<file path="src/rtl/inst_fetch_queue.sv">
// inst_fetch_queue: in-order instruction FIFO that stamps each accepted word with its fetch PC.
// Revision 1.0 - initial release.
`timescale 1ns/1ps
`default_nettype none

module inst_fetch_queue #(
  parameter int               XLEN     = 64,
  parameter int               ILEN     = 32,
  parameter int               DEPTH    = 4,
  parameter logic [XLEN-1:0]  RESET_PC = '0
) (
  input  logic                     clk,
  input  logic                     rst_n,
  input  logic                     in_valid,
  output logic                     in_ready,
  input  logic [ILEN-1:0]          in_instr,
  output logic                     out_valid,
  input  logic                     out_ready,
  output logic [ILEN-1:0]          out_instr,
  output logic [XLEN-1:0]          out_pc,
  input  logic                     redirect_valid,
  input  logic [XLEN-1:0]          redirect_pc,
  output logic [XLEN-1:0]          fetch_pc,
  output logic [$clog2(DEPTH):0]   count
);

  localparam int              AW   = $clog2(DEPTH);
  localparam int              CW   = AW + 1;
  localparam logic [CW-1:0]   FULL = CW'(DEPTH);

  logic [ILEN-1:0] instr_mem [DEPTH];
  logic [XLEN-1:0] pc_mem    [DEPTH];
  logic [AW-1:0]   rd_ptr;
  logic [AW-1:0]   wr_ptr;
  logic            enq;
  logic            deq;

  // Redirect targets are word aligned; the low bits are intentionally dropped.
  logic unused_redirect_bits;
  assign unused_redirect_bits = &{1'b0, redirect_pc[1:0]};

  assign in_ready  = (count != FULL) && !redirect_valid;
  assign out_valid = (count != '0);
  assign enq       = in_valid && in_ready;
  assign deq       = out_valid && out_ready;
  assign out_instr = out_valid ? instr_mem[rd_ptr] : '0;
  assign out_pc    = out_valid ? pc_mem[rd_ptr]    : '0;

  always_ff @(posedge clk) begin
    if (enq) begin
      instr_mem[wr_ptr] <= in_instr;
      pc_mem[wr_ptr]    <= fetch_pc;
    end
  end

  always_ff @(posedge clk) begin
    if (!rst_n) begin
      count    <= '0;
      rd_ptr   <= '0;
      wr_ptr   <= '0;
      fetch_pc <= RESET_PC;
    end else if (redirect_valid) begin
      // A same-cycle dequeue is still consumed by the datapath; the flush wins.
      count    <= '0;
      rd_ptr   <= '0;
      wr_ptr   <= '0;
      fetch_pc <= {redirect_pc[XLEN-1:2], 2'b00};
    end else begin
      if (enq) begin
        wr_ptr   <= wr_ptr + AW'(1);
        fetch_pc <= fetch_pc + XLEN'(4);
      end
      if (deq) begin
        rd_ptr <= rd_ptr + AW'(1);
      end
      case ({enq, deq})
        2'b10:   count <= count + CW'(1);
        2'b01:   count <= count - CW'(1);
        default: count <= count;
      endcase
    end
  end

endmodule

`default_nettype wire
</file>
<file path="config.mk">
export PLATFORM = sky130hd
export DESIGN_NAME = inst_fetch_queue
export DESIGN_NICKNAME = d
export VERILOG_FILES = /design/src/rtl/inst_fetch_queue.sv
export SDC_FILE = /design/constraint.sdc
export NUM_CORES = 1
export LEC_CHECK = 0
export ABC_AREA = 1
export CAP_MARGIN = 20
export CORE_ASPECT_RATIO = 0.75
export CORE_UTILIZATION = 30
export CTS_CLUSTER_SIZE = 20
export DETAILED_ROUTE_END_ITERATION = 10
export HOLD_SLACK_MARGIN = 0.02
export SLEW_MARGIN = 10
export SYNTH_ARGS = -nofsm -noshare
export SYNTH_HDL_FRONTEND = slang
export SYNTH_SLANG_ARGS = --single-unit
</file>
<file path="constraint.sdc">
create_clock -name clk -period 12 [get_ports clk]
set_input_delay 2.4 -clock clk [delete_from_list [all_inputs] [get_ports clk]]
set_output_delay 2.4 -clock clk [all_outputs]
set_load 0.01 [all_outputs]
</file>
* After elaboration in Yosys (flattened, before gate mapping)
Memory sizes are Yosys's and may differ from the RTL's. A register that Yosys moved wholly into a read port is not among the register bits. Index checks and enable logic that the tools add are counted.
Word-level totals: register bits 71, output and inout bits 165, logic and storage cells 35, memories 2, memory bits (writable) 384
Memories:
- pc_mem | depth 4, width 64, read ports 1, clocked after Yosys merged registers in 1, wr ports 1, line 32 | logic [XLEN-1:0] pc_mem [DEPTH];
- instr_mem | depth 4, width 32, read ports 1, clocked after Yosys merged registers in 1, wr ports 1, line 31 | logic [ILEN-1:0] instr_mem [DEPTH];
Cells by class: bitwise logic cells 1, multiplexer cells 11, eq/ne operators 3, $add $sub $neg 5, reductions and logical operators 8
Operators by type and width (number):
- $mux W64 | 3
- $add A64 B3 Y64 const B | 1
- $mux W32 | 1
- $mux W2 | 4
- $pmux W3 S2 | 1
- $add A2 B1 Y2 const B | 2
- $reduce_bool A2 Y1 | 2
- $add A3 B1 Y3 const B | 1
- $logic_and A1 B1 Y1 | 3
- $ne A3 B3 Y1 const B | 1
- $reduce_bool A3 Y1 | 1
- $sub A3 B1 Y3 const B | 1
- $eq A2 B1 Y1 const B | 1
- $eq A2 B2 Y1 const B | 1
- $mux W1 | 2
- $reduce_or A2 Y1 | 1
- $logic_not A1 Y1 | 1
- $not A1 Y1 | 1

* Depth between registers and ports, before layout
word-level depth 5, depth in mapped cells 11, gate-level depth less buffers 11

* Least setup slack after synthesis
OpenSTA, ideal clock, no wires.
path type input -> register, start input redirect_valid, end memory instr_mem[0][0], enable pin, arrival time 6832 ps, stages 4, setup slack 4620 ps, library setup time 548 ps, data required time 11452 ps, path through inv_1 > nand3_2 > clkbuf_1 > nor2_1
On the way: word-level cells in the longest chain between the ends 5
RTL lines:
- start, declared | line 21 | input logic redirect_valid,
- $logic_not A1 Y1 | line 42 | assign in_ready = (count != FULL) && !redirect_valid;
- $logic_and A1 B1 Y1 | line 42
- $logic_and A1 B1 Y1 | line 44 | assign enq = in_valid && in_ready;
- $mux W1 | line 50 | if (enq) begin
- $mux W1 (not written as such) | line 51 | instr_mem[wr_ptr] <= in_instr;
- end, declared | line 31
No other way between the ends.

==> summary.txt <==
Timing
  • Slew Viols, Final: 0
  • Fmax: 157 MHz
  • Final setup viols: 0
  • Clock period minus worst slack: 6350 ps
  • Worst-case clock skew: 20.0 ps
  • Actual slew at the worst max-slew pin: 1030 ps
  • Final worst-path cycle share: 52.9%
  • Final hold vios: 0
  • Max transition margin: 31.1%
  • Final setup TNS: 0 ps
  • RSZ-0062 raised after global routing: false

Finish
  • Filler cells: 6204
  • Storage cell area: 12700 sq um
  • Commonest cells after routing, fill and taps aside: 480 x nor2_1, 376 x edfxtp_1, 258 x clkdlybuf4s50_1
  • Nets: 2225
  • Cell Count, Final, Fillers Out: 3022
  • Synth-to-Final Area Change: 26.1%
  • Commonest non-fill, non-tap cell in the layout: nor2_1
  • Final instance area: 24400 sq um
  • Share of cells above drive strength 1: 6.82%
  • Multi-input gate area: 5960 sq um

Worst setup path
  • Critical path class: reg2out
  • Worst endpoint required time: 9600 ps
  • Worst r2r src: count[1]
  • WP data arrival: 3950 ps
  • Worst r2r path cells: 6
  • Worst r2r dst: instr_mem[0][6]
  • Worst path max stage delay: 770 ps
  • Crit-path cells: inv_4, buf_4, o21ai_0, a21oi_1, clkdlybuf4s50_1
  • R2r setup slk: 8880 ps
  • CP Max Fanout: 97
  • Startpoint Class: flip-flop
  • Crit. End Element: output port
  • CP max-delay cell: buf_4

Logic synthesis
  • Syn Std Cell Area: 19400 sq um
  • Synth Register Bits: 447
  • Syn_area_per_cell: 10.3 sq um
  • Area fraction of the dominant cell type after synthesis: 58.3%
  • Main synth FF type: edfxtp_1
  • Post-synthesis sequential area ratio: 65.7%
  • Post-synth ARST share: 0%
  • Top cells by area, synth: edfxtp_1 58%, nor2_1 9.4%, dfxtp_1 7.3%, o21ai_0 4.7%, nand2_1 4.3%
  • Cell count after synthesis: 1882
  • Yosys top cell by area: edfxtp_1
  • Netlist cell types: 40
  • EDFF count, synth: 376
  • Yosys warns: 0

Floorplan
  • Initial Util: 30.4%
  • Core ar.: 63700 sq um
  • # IOs: 266
  • Die Width: 295 um
  • DIE HEIGHT: 222 um
  • Row cnt: 80
  • Die Area: 65500 sq um

Place
  • # port buffers: 259
  • Inst Count DP: 2926
  • DP HPWL: 37600 um
  • Routability cong.: 0.902
  • Placed cell area: 22800 sq um

CTS
  • Post-cts resize count: 0
  • Clock buffer depth: 3
  • CTS root buffer: clkbuf_16
  • Post-CTS Setup Bufs: 0
  • Hold buffers post-CTS: 0
  • CTS tree: done
  • Clk sinks: 447
  • Worst-path clk slew: 60 ps
  • H-tree depth: 2
  • Clock latency at the later pin of the worst-skew pair: 590 ps
  • TritonCTS buffer count: 48

Routing
  • Initial DRC Count: 1217
  • Vias: 14504
  • Final wirelength: 59900 um
  • Post-route ant nets: 0
  • Drt pass-1 iters: 5
  • # DRC: 0
  • Avg Vias per Cell: 4.80
  • DR WL/cell: 19.8 um

Global route
  • Antenna violations before repair: 3
  • Remaining Overflow, GRT: 0
  • First-pass GRT wire length: 88300 um
  • Tot GR Track Use: 18.0%
  • Vias in the first global route: 13813
  • Largest net degree at the start of global routing: 98

Power and ir drop
  • P per Cell Area: 144 nW/um^2
  • Lkg Pwr: 8.12 nW
  • Peak VDD IR: 0.101 mV

Run status
  • Status: finished, final reports clean

Worst hold path
  • Hold path depth: 2
  • Hold path startpoint: rd_ptr[1]
  • Hold WC Path Type: reg2reg

Job
  • Maximum Capacitance Violations: 0
logic make-up after synthesis:
kind of cell             synth area share [%]
adder cells (fa/ha/maj)                 0.491
AO/OA/AOI/OAI                            12.2
flip-flops                               65.7
other                                  0.0194
buffers and inverters                    3.76
XOR/XNOR                                 1.18
AND/OR/NAND/NOR                          16.6
stage by stage:
stage	utilization [%]	setup WS (ps)	hold WS [ps]	total power, W
floorplan	-	4620	436	0.00191
global placement	35.8	5920	439	0.00208
detailed placement	35.8	5930	464	0.00208
CTS	38.3	5560	475	0.00357
global route	38.3	5300	504	0.00365
finish	38.3	5650	467	0.00352
per-layer routing:
layer  vias to the layer above  wire length (um)  global-route usage, %
met5                         -                12                      0
met4                         2              1160                   4.73
met3                        65              3760                   3.22
met2                       413             26900                   27.5
met1                      7042             28100                   26.2
li1                       6982                 -                      -
worst max path at each step:
| stage | end | depth (start not counted) | startpoint | slack, ps |
|---|---|---|---|---|
| after floorplan | instr_mem[0][0] | 4 | redirect_valid | 4620 |
| after global placement | in_ready | 4 | redirect_valid | 5920 |
| after detailed placement | in_ready | 4 | redirect_valid | 5930 |
| after CTS | out_pc[5] | 5 | flip-flop | 5560 |
| after global routing | out_pc[5] | 5 | flip-flop | 5300 |
| final | out_pc[5] | 5 | flip-flop | 5650 |
registers in the layout (all words and copies together), names as in the netlist, named ones only:
register and count:
count 3, fetch_pc 62, wr_ptr 2, pc_mem 248
rd_ptr 2, instr_mem 128
critical path: cells and delay by family, from the launching register on:
kind                   cells  cell delay (ps)
AOI/OAI and AO/OA          2              540
buffers and inverters      3             2110
DFF                        1              520
where the power goes:
group | internal, W | total (W) | switching [W]
registers | 0.00172 | 0.00177 | 0.0000475
logic | 0.000127 | 0.000276 | 0.000149
clock network | 0.000855 | 0.00147 | 0.000616
layout make-up:
cell class,instances,area share (%)
Tap cell,861,4.41
Inverter,69,1.08
Timing Repair Buffer,284,11.5
Clock inverter,24,0.908
Sequential cell,447,52.1
Clock buffer,66,5.54
Multi-Input combinational cell,1267,24.4
Antenna cell,4,0.0410
cells in the mapped netlist, drive strengths merged (12+ instances only):
library cell / number
xnor2: 20
o21ai: 202
a22oi: 47
edfxtp: 376
o21bai: 15
nand3: 49
nand2: 236
inv: 68
clkbuf: 49
buf: 52
nor2: 501
dfxtp: 71
a31oi: 12
a21oi: 153
No activity file was read; power rests on OpenSTA's default activity.
